## src/rtl/uart_pkg.sv

```systemverilog
// rtl/uart_pkg.sv - shared constants and FSM state type for uart_param
package uart_pkg;

    localparam int PAR_NONE   = 0;
    localparam int PAR_EVEN   = 1;
    localparam int PAR_ODD    = 2;

    localparam int OVERSAMPLE = 16;
    localparam int MID_BIT    = 8;

    typedef enum logic [2:0] {
        ST_IDLE,
        ST_START,
        ST_DATA,
        ST_PARITY,
        ST_STOP
    } uart_state_e;

endpackage

```

## src/rtl/uart_param_if.sv

```systemverilog
// rtl/uart_param_if.sv - CPU-side bus of uart_param (RX FIFO read side, TX holding register write side)
interface uart_param_if #(
    parameter int DATA_BITS  = 8,
    parameter int FIFO_DEPTH = 4
);
    logic                          rdn;
    logic [DATA_BITS-1:0]          d_out;
    logic                          r_ready;
    logic                          parity_error;
    logic                          frame_error;
    logic                          overrun;
    logic [$clog2(FIFO_DEPTH):0]   r_count;
    logic                          wrn;
    logic [DATA_BITS-1:0]          d_in;
    logic                          t_empty;

    modport master (
        output rdn, wrn, d_in,
        input  d_out, r_ready, parity_error, frame_error, overrun, r_count, t_empty
    );

    modport slave (
        input  rdn, wrn, d_in,
        output d_out, r_ready, parity_error, frame_error, overrun, r_count, t_empty
    );
endinterface

```

## src/rtl/uart_fifo.sv

```systemverilog
// rtl/uart_fifo.sv - synchronous show-ahead FIFO; head reads as zero while empty
module uart_fifo #(
    parameter int WIDTH = 10,
    parameter int DEPTH = 4
) (
    input  logic                     clk,
    input  logic                     rst_n,
    input  logic                     push,
    input  logic [WIDTH-1:0]         wdata,
    input  logic                     pop,
    output logic [WIDTH-1:0]         rdata,
    output logic                     full,
    output logic                     empty,
    output logic [$clog2(DEPTH):0]   count
);
    localparam int AW = $clog2(DEPTH);

    logic [WIDTH-1:0] mem_q [DEPTH];
    logic [AW-1:0]    wr_ptr_q, wr_ptr_d, rd_ptr_q, rd_ptr_d;
    logic [AW:0]      count_q, count_d;
    logic             do_push, do_pop;

    assign empty   = (count_q == '0);
    assign full    = (count_q == (AW+1)'(DEPTH));
    assign do_pop  = pop & ~empty;
    // A full FIFO still accepts a push when a pop frees a slot on the same edge
    assign do_push = push & (~full | do_pop);
    assign rdata   = empty ? '0 : mem_q[rd_ptr_q];
    assign count   = count_q;

    always_comb begin
        wr_ptr_d = do_push ? wr_ptr_q + 1'b1 : wr_ptr_q;
        rd_ptr_d = do_pop  ? rd_ptr_q + 1'b1 : rd_ptr_q;
        count_d  = count_q;
        case ({do_push, do_pop})
            2'b10:   count_d = count_q + 1'b1;
            2'b01:   count_d = count_q - 1'b1;
            default: count_d = count_q;
        endcase
    end

    always_ff @(posedge clk or negedge rst_n) begin
        if (!rst_n) begin
            wr_ptr_q <= '0;
            rd_ptr_q <= '0;
            count_q  <= '0;
        end else begin
            wr_ptr_q <= wr_ptr_d;
            rd_ptr_q <= rd_ptr_d;
            count_q  <= count_d;
        end
    end

    always_ff @(posedge clk) begin
        if (do_push) mem_q[wr_ptr_q] <= wdata;
    end
endmodule

```

## src/rtl/uart_param.sv

```systemverilog
// rtl/uart_param.sv - parametrised UART on the baud x16 clock with RX FIFO and TX holding register
// Optional internal loopback path enabled by UART_PARAM_LOOPBACK_EN.
module uart_param
    import uart_pkg::*;
#(
    parameter int DATA_BITS  = 8,
    parameter int PARITY     = 0,
    parameter int STOP_BITS  = 1,
    parameter int FIFO_DEPTH = 4
) (
    input  logic clk16x,
    input  logic clrn,
    input  logic rxd,
    output logic txd,
`ifdef UART_PARAM_LOOPBACK_EN
    input  logic loopback,
`endif
    uart_param_if.slave bus
);
    localparam int         CW          = $clog2(FIFO_DEPTH) + 1;
    localparam logic [3:0] TICK_MID    = 4'(MID_BIT - 1);
    localparam logic [3:0] TICK_END    = 4'(OVERSAMPLE - 1);
    localparam logic [2:0] DATA_LAST   = 3'(DATA_BITS - 1);
    localparam logic [2:0] STOP_LAST   = 3'(STOP_BITS - 1);
    localparam logic       PAR_EN      = (PARITY != PAR_NONE);
    localparam logic       PAR_ODD_BIT = (PARITY == PAR_ODD);

    uart_state_e          rx_state_q, rx_state_d, tx_state_q, tx_state_d;
    logic [3:0]           rx_tick_q, rx_tick_d, tx_tick_q, tx_tick_d;
    logic [2:0]           rx_bit_q, rx_bit_d, tx_bit_q, tx_bit_d;
    logic [DATA_BITS-1:0] rx_shift_q, rx_shift_d, tx_shift_q, tx_shift_d, hold_q, hold_d;
    logic                 rx_perr_q, rx_perr_d, rx_ferr_q, rx_ferr_d;
    logic                 tx_par_q, tx_par_d, tx_line_q, tx_line_d, t_empty_q, t_empty_d;
    logic                 overrun_q, overrun_d;
    logic                 rx_meta_q, rx_sync_q, rx_prev_q, rx_in, rx_fall, rx_sample, rx_push;
    logic                 tx_bit_end, tx_load;
    logic [DATA_BITS+1:0] fifo_rdata;
    logic                 fifo_full, fifo_empty;
    logic [CW-1:0]        r_count;

`ifdef UART_PARAM_LOOPBACK_EN
    assign rx_in = loopback ? tx_line_q : rx_sync_q;
    assign txd   = loopback ? 1'b1 : tx_line_q;
`else
    assign rx_in = rx_sync_q;
    assign txd   = tx_line_q;
`endif

    assign rx_fall   = rx_prev_q & ~rx_in;
    assign rx_sample = ((rx_state_q == ST_START) && (rx_tick_q == TICK_MID)) ||
                       ((rx_state_q inside {ST_DATA, ST_PARITY, ST_STOP}) && (rx_tick_q == TICK_END));

    always_comb begin
        rx_state_d = rx_state_q;
        case (rx_state_q)
            ST_IDLE:   if (rx_fall) rx_state_d = ST_START;
            ST_START:  if (rx_sample) rx_state_d = rx_in ? ST_IDLE : ST_DATA;
            ST_DATA:   if (rx_sample && rx_bit_q == DATA_LAST) rx_state_d = PAR_EN ? ST_PARITY : ST_STOP;
            ST_PARITY: if (rx_sample) rx_state_d = ST_STOP;
            ST_STOP:   if (rx_sample && rx_bit_q == STOP_LAST) rx_state_d = ST_IDLE;
            default:   rx_state_d = ST_IDLE;
        endcase
    end

    always_comb begin
        rx_tick_d  = (rx_state_q == ST_IDLE || rx_sample) ? 4'd0 : rx_tick_q + 4'd1;
        rx_bit_d   = rx_bit_q;
        rx_shift_d = rx_shift_q;
        rx_perr_d  = rx_perr_q;
        rx_ferr_d  = rx_ferr_q;
        rx_push    = 1'b0;
        if (rx_sample) begin
            case (rx_state_q)
                ST_START: begin
                    rx_bit_d  = 3'd0;
                    rx_perr_d = 1'b0;
                    rx_ferr_d = 1'b0;
                end
                ST_DATA: begin
                    rx_shift_d = {rx_in, rx_shift_q[DATA_BITS-1:1]};
                    rx_bit_d   = (rx_bit_q == DATA_LAST) ? 3'd0 : rx_bit_q + 3'd1;
                end
                ST_PARITY: rx_perr_d = ^rx_shift_q ^ rx_in ^ PAR_ODD_BIT;
                ST_STOP: begin
                    rx_ferr_d = rx_ferr_q | ~rx_in;
                    rx_bit_d  = rx_bit_q + 3'd1;
                    rx_push   = (rx_bit_q == STOP_LAST);
                end
                default: ;
            endcase
        end
    end

    assign overrun_d = (~bus.rdn & ~fifo_empty) ? 1'b0 :
                       (rx_push & fifo_full)    ? 1'b1 : overrun_q;

    uart_fifo #(.WIDTH(DATA_BITS + 2), .DEPTH(FIFO_DEPTH)) u_rx_fifo (
        .clk   (clk16x),
        .rst_n (clrn),
        .push  (rx_push),
        .wdata ({rx_shift_q, rx_perr_q, rx_ferr_d}),
        .pop   (~bus.rdn),
        .rdata (fifo_rdata),
        .full  (fifo_full),
        .empty (fifo_empty),
        .count (r_count)
    );

    assign bus.d_out        = fifo_rdata[DATA_BITS+1:2];
    assign bus.parity_error = fifo_rdata[1];
    assign bus.frame_error  = fifo_rdata[0];
    assign bus.r_ready      = ~fifo_empty;
    assign bus.r_count      = r_count;
    assign bus.overrun      = overrun_q;
    assign bus.t_empty      = t_empty_q;

    assign tx_bit_end = (tx_state_q != ST_IDLE) && (tx_tick_q == TICK_END);
    // Reloading at the end of the last stop bit gives back-to-back frames with no idle gap
    assign tx_load    = ~t_empty_q & ((tx_state_q == ST_IDLE) ||
                        ((tx_state_q == ST_STOP) && tx_bit_end && tx_bit_q == STOP_LAST));

    always_comb begin
        tx_state_d = tx_state_q;
        case (tx_state_q)
            ST_IDLE:   if (tx_load) tx_state_d = ST_START;
            ST_START:  if (tx_bit_end) tx_state_d = ST_DATA;
            ST_DATA:   if (tx_bit_end && tx_bit_q == DATA_LAST) tx_state_d = PAR_EN ? ST_PARITY : ST_STOP;
            ST_PARITY: if (tx_bit_end) tx_state_d = ST_STOP;
            ST_STOP:   if (tx_bit_end && tx_bit_q == STOP_LAST) tx_state_d = tx_load ? ST_START : ST_IDLE;
            default:   tx_state_d = ST_IDLE;
        endcase
    end

    always_comb begin
        tx_tick_d  = (tx_state_q == ST_IDLE || tx_bit_end) ? 4'd0 : tx_tick_q + 4'd1;
        tx_bit_d   = tx_bit_q;
        tx_shift_d = tx_shift_q;
        tx_par_d   = tx_par_q;
        tx_line_d  = tx_line_q;
        hold_d     = hold_q;
        t_empty_d  = t_empty_q;
        if (!bus.wrn && t_empty_q) begin
            hold_d    = bus.d_in;
            t_empty_d = 1'b0;
        end
        if (tx_load) begin
            tx_shift_d = hold_q;
            tx_par_d   = ^hold_q ^ PAR_ODD_BIT;
            tx_line_d  = 1'b0;
            tx_bit_d   = 3'd0;
            t_empty_d  = 1'b1;
        end else if (tx_state_q == ST_IDLE) begin
            tx_line_d = 1'b1;
        end else if (tx_bit_end) begin
            case (tx_state_q)
                ST_START: begin
                    tx_line_d = tx_shift_q[0];
                    tx_bit_d  = 3'd0;
                end
                ST_DATA: begin
                    if (tx_bit_q == DATA_LAST) begin
                        tx_line_d = PAR_EN ? tx_par_q : 1'b1;
                        tx_bit_d  = 3'd0;
                    end else begin
                        tx_shift_d = tx_shift_q >> 1;
                        tx_line_d  = tx_shift_q[1];
                        tx_bit_d   = tx_bit_q + 3'd1;
                    end
                end
                ST_PARITY: begin
                    tx_line_d = 1'b1;
                    tx_bit_d  = 3'd0;
                end
                ST_STOP: begin
                    tx_line_d = 1'b1;
                    tx_bit_d  = tx_bit_q + 3'd1;
                end
                default: ;
            endcase
        end
    end

    always_ff @(posedge clk16x or negedge clrn) begin
        if (!clrn) begin
            rx_meta_q  <= 1'b1;
            rx_sync_q  <= 1'b1;
            rx_prev_q  <= 1'b1;
            rx_state_q <= ST_IDLE;
            rx_tick_q  <= '0;
            rx_bit_q   <= '0;
            rx_shift_q <= '0;
            rx_perr_q  <= 1'b0;
            rx_ferr_q  <= 1'b0;
            overrun_q  <= 1'b0;
            tx_state_q <= ST_IDLE;
            tx_tick_q  <= '0;
            tx_bit_q   <= '0;
            tx_shift_q <= '0;
            tx_par_q   <= 1'b0;
            tx_line_q  <= 1'b1;
            hold_q     <= '0;
            t_empty_q  <= 1'b1;
        end else begin
            rx_meta_q  <= rxd;
            rx_sync_q  <= rx_meta_q;
            rx_prev_q  <= rx_in;
            rx_state_q <= rx_state_d;
            rx_tick_q  <= rx_tick_d;
            rx_bit_q   <= rx_bit_d;
            rx_shift_q <= rx_shift_d;
            rx_perr_q  <= rx_perr_d;
            rx_ferr_q  <= rx_ferr_d;
            overrun_q  <= overrun_d;
            tx_state_q <= tx_state_d;
            tx_tick_q  <= tx_tick_d;
            tx_bit_q   <= tx_bit_d;
            tx_shift_q <= tx_shift_d;
            tx_par_q   <= tx_par_d;
            tx_line_q  <= tx_line_d;
            hold_q     <= hold_d;
            t_empty_q  <= t_empty_d;
        end
    end
endmodule

```

## src/flat_wrapper.sv

```systemverilog
// flat-port wrapper written by rule: the top's interface ports become plain ports
module uart_param_flat import uart_pkg::*;
#(
    parameter int DATA_BITS  = 8,
    parameter int PARITY     = 0,
    parameter int STOP_BITS  = 1,
    parameter int FIFO_DEPTH = 4
)
  (clk16x, clrn, rxd, txd, bus_rdn, bus_wrn, bus_d_in, bus_d_out, bus_r_ready, bus_parity_error, bus_frame_error, bus_overrun, bus_r_count, bus_t_empty);
  uart_param_if #(.DATA_BITS(DATA_BITS), .FIFO_DEPTH(FIFO_DEPTH)) bus_i ();
  input  logic clk16x;
  input  logic clrn;
  input  logic rxd;
  output logic txd;
  input wire logic [$bits(bus_i.rdn)-1:0] bus_rdn;
  input wire logic [$bits(bus_i.wrn)-1:0] bus_wrn;
  input wire logic [$bits(bus_i.d_in)-1:0] bus_d_in;
  output wire logic [$bits(bus_i.d_out)-1:0] bus_d_out;
  output wire logic [$bits(bus_i.r_ready)-1:0] bus_r_ready;
  output wire logic [$bits(bus_i.parity_error)-1:0] bus_parity_error;
  output wire logic [$bits(bus_i.frame_error)-1:0] bus_frame_error;
  output wire logic [$bits(bus_i.overrun)-1:0] bus_overrun;
  output wire logic [$bits(bus_i.r_count)-1:0] bus_r_count;
  output wire logic [$bits(bus_i.t_empty)-1:0] bus_t_empty;
  assign bus_i.rdn = bus_rdn;
  assign bus_i.wrn = bus_wrn;
  assign bus_i.d_in = bus_d_in;
  assign bus_d_out = bus_i.d_out;
  assign bus_r_ready = bus_i.r_ready;
  assign bus_parity_error = bus_i.parity_error;
  assign bus_frame_error = bus_i.frame_error;
  assign bus_overrun = bus_i.overrun;
  assign bus_r_count = bus_i.r_count;
  assign bus_t_empty = bus_i.t_empty;
  uart_param #(.DATA_BITS(DATA_BITS), .PARITY(PARITY), .STOP_BITS(STOP_BITS), .FIFO_DEPTH(FIFO_DEPTH)) u_core (.clk16x(clk16x), .clrn(clrn), .rxd(rxd), .txd(txd), .bus(bus_i));
endmodule
```

## config.mk

```make
export PLATFORM = sky130hd
export DESIGN_NAME = uart_param_flat
export DESIGN_NICKNAME = d
export VERILOG_FILES = /design/src/rtl/uart_pkg.sv /design/src/rtl/uart_param_if.sv /design/src/rtl/uart_fifo.sv /design/src/rtl/uart_param.sv /design/src/flat_wrapper.sv
export SDC_FILE = /design/constraint.sdc
export NUM_CORES = 1
export LEC_CHECK = 0
export BUFFER_PORTS_ARGS = -buffer_cell sky130_fd_sc_hd__buf_2
export CORE_MARGIN = 10
export CORE_UTILIZATION = 30
export CTS_CLUSTER_DIAMETER = 200
export DETAILED_ROUTE_END_ITERATION = 10
export SYNTH_ARGS = -nofsm -noshare
export SYNTH_HDL_FRONTEND = slang
export SYNTH_HIERARCHICAL = 1
export SYNTH_SLANG_ARGS = --single-unit
```

## constraint.sdc

```tcl
create_clock -name clk16x -period 4.9 [get_ports clk16x]
set_input_delay 0.735 -clock clk16x [delete_from_list [all_inputs] [get_ports clk16x]]
set_output_delay 0.735 -clock clk16x [all_outputs]
set_load 0.1 [all_outputs]
```

==> flow_summary.json <==
{
  "first_pass_iters": 4,
  "min_path_type": "reg2reg",
  "clock-skew-final_ns": 0.00895,
  "synth_area_sq_um": 4680,
  "hold_viol": 0,
  "cp.arrival_ns": 3.52,
  "synth-compound-area-share_pct": 7.06,
  "leakage_nw": 2.18,
  "yosys.area_share.xor_xnor_pct": 3.66,
  "synthCells": 348,
  "grt_max_degree": 60,
  "dieHeight_microns": 145,
  "vias": 2700,
  "final_area_sq_um": 5330,
  "vdd_drop_max_mv": 0.325,
  "coreArea_sq_um": 15300,
  "cts_setup_buffers": 0,
  "cp_cell_sequence": "ha_1, nand4b_1, nor3_1, nor2b_1, nand2_1, fa_1, o21ba_2, o211ai_1, a22oi_1",
  "ios": 30,
  "gp_congestion": 0.800,
  "ant_nets": 0,
  "status": "complete, no violations",
  "placed_area_sq_um": 5000,
  "syn_nets": 374,
  "final_core_util_pct": 34.9,
  "clk_path_buf_depth": 2,
  "fillerInstances": 1479,
  "synth_top_family_by_area": "multiplexers",
  "grt-ovfl-total": 0,
  "seqCellArea_sq_um": 2680,
  "yosys.area_share.simple_pct": 10.7,
  "numPlacedInstances": 572,
  "io_buffers": 29,
  "avgSynthCellArea_sq_um": 13.4,
  "drive_gt1_share_pct": 26.8,
  "cts_tree": "yes",
  "seq_area_frac_synth_pct": 57.4,
  "period_minus_slack_ns": 3.26,
  "initialDrtViolationCount": 124,
  "fin_cells": 588,
  "avgRoutedWirePerCell_microns": 14.1,
  "multiInputGateArea_sq_um": 1830,
  "fmax_ghz": 0.307,
  "clk_latency_ns": 0.35,
  "die_x_microns": 145,
  "dp_hpwl_microns": 5510,
  "grt_pass1_vias": 2830,
  "drc": 0,
  "drt_wl_total_microns": 8280,
  "endpoint_kind": "flop",
  "synth.area.top_cells": "dfrtp_1 29%, edfxtp_1 26%, mux2_4 4.8%, mux4_2 4.8%, mux2_2 3.6%",
  "setup_viol": 0,
  "synth-edff-count": 40,
  "post-synth-top-count-cell": "dfrtp_1",
  "crit_family": "simple AND/OR/NAND/NOR gates",
  "n_antenna_cell": 0,
  "required_ns": 5.16,
  "cts_hold_buf": 0,
  "track_usage_pct": 8.39,
  "ys_seq_elements": 99,
  "maxCapViolations": 0,
  "tightestPinTransition_ns": 1.13,
  "nets": 398,
  "slew_viol_final": 0,
  "ys_types": 57,
  "cp_num_buf_inv": 0,
  "startpoint_type": "flop",
  "synthArstFlopShare_pct": 59.6,
  "start_util_pct": 30.7,
  "crit_path_max_incr_delay_ns": 0.97,
  "muxShareOfSynthArea_pct": 13.9,
  "cts_root_buf": "clkbuf_16",
  "antenna_found_initial": 0,
  "r2r_slack_ns": 1.64,
  "relSlewSlack_pct": 24.3,
  "netlist.area_leader.share_pct": 28.9,
  "crit_type": "reg2reg",
  "path_clk_slew_ns": 0.07,
  "synth_fa_ha_area_share_pct": 3.85,
  "post_cts_resized": 0,
  "syn2layout_area_growth_pct": 13.8,
  "period_share_pct": 66.5,
  "yosysTopAreaCell": "dfrtp_1",
  "cts_made_buffers": 9,
  "avgViaCountPerCell": 4.59,
  "cts_max_level": 3,
  "rows": 45,
  "p_per_area_nw_per_um2": 617,
  "ys.flop_type": "dfrtp_1",
  "crit_path_max_fanout": 10,
  "dp_slack_ns": 1.70,
  "post-route-worst-setup-slack_ns": 1.64,
  "clock_sinks": 99,
  "ys_top_cells_by_count": "54 x dfrtp_1, 40 x edfxtp_1, 21 x nor2_1, 19 x inv_1",
  "tns_ns": 0,
  "grt_pass1_wl_microns": 13900,
  "cpMaxStageDelayCell": "nor3_1",
  "yosys_warnings": 6,
  "rsz0062_at_grt": "no",
  "dieArea_sq_um": 21000
}
-- layout make-up --
type	instances	share of cell area (%)
clock inverters	7	1.83
clock buffers	9	4.23
flip-flops and latches	99	50.4
inverters	19	1.34
well taps	211	4.96
repair buffers	30	2.87
multi-input cells	213	34.4
-- kinds of logic after synthesis --
kind of cell,count (synthesis)
fa+ha+maj,14
buf+inv,36
flops,99
simple gates,90
compound gates,48
xor+xnor,18
mux,43
-- cells in the final DEF, fill, tap and decap left out, types with 4 or more instances in the layout --
cell       instances
nand3_1            7
nor2_1            21
mux4_2            10
xor2_1             6
xnor2_1           11
ha_1              12
mux2_2            15
nand3b_1           5
nor3_1             5
edfxtp_1          40
clkbuf_16          9
and2_2             4
nor2b_1            4
inv_1             19
dfstp_2            5
nand2_1           11
a21oi_1           11
buf_2             29
o21ai_0           10
nand2b_1           6
dfrtp_1           54
mux2_4            15
and2_1            10
-- flip-flops by register name, summed over array words and instances, names as in the netlist, 3 cells and up --
| signal | count |
|---|---|
| u_core/rx_state_q | 3 |
| u_core/tx_bit_q | 3 |
| u_core/rx_shift_q | 8 |
| u_core/rx_tick_q | 4 |
| u_core/tx_state_q | 3 |
| u_core/tx_shift_q | 8 |
| u_core/u_rx_fifo/mem_q | 40 |
| u_core/rx_bit_q | 3 |
| u_core/hold_q | 8 |
| u_core/tx_tick_q | 4 |
| u_core/u_rx_fifo/count | 3 |
-- metrics by stage --
step / hold slack [ns] / total power, mW
final: 0.359 / 3.29
after global routing: 0.365 / 3.47
after CTS: 0.359 / 3.33
after detailed placement: 0.349 / 2.56
after global placement: 0.346 / 2.54
after floorplan: 0.345 / 2.36
-- worst paths after layout --
path / from / to / depth (start not counted)
max reg2reg: u_core/rx_tick_q[0] / u_core/u_rx_fifo/count[1] / 9
max in group asynchronous: clrn / u_core/hold_q[0] / 2
min: u_core/rx_meta_q / u_core/rx_in / 0
min reg2reg: u_core/rx_meta_q / u_core/rx_in / 0
min in group asynchronous: clrn / u_core/u_rx_fifo/rd_ptr_q[1] / 2
max: u_core/rx_tick_q[0] / u_core/u_rx_fifo/count[1] / 9
-- where the power goes --
group | internal (mW) | total (mW) | switching, mW
clock network | 0.414 | 0.751 | 0.337
logic | 0.445 | 1.32 | 0.875
registers | 1.02 | 1.22 | 0.201
-- metal layers --
metal / GRT usage, % / wire length [microns] / share of wire, % / vias up
met5: 0 / 0 / 0 / -
met4: 3.09 / 78 / 0.94 / 0
met3: 3.03 / 347 / 4.2 / 7
met2: 13.5 / 3940 / 48 / 41
met1: 10.1 / 3910 / 47 / 1353
li1: - / - / - / 1299
Note: power is estimated with default switching activity, not from simulation.
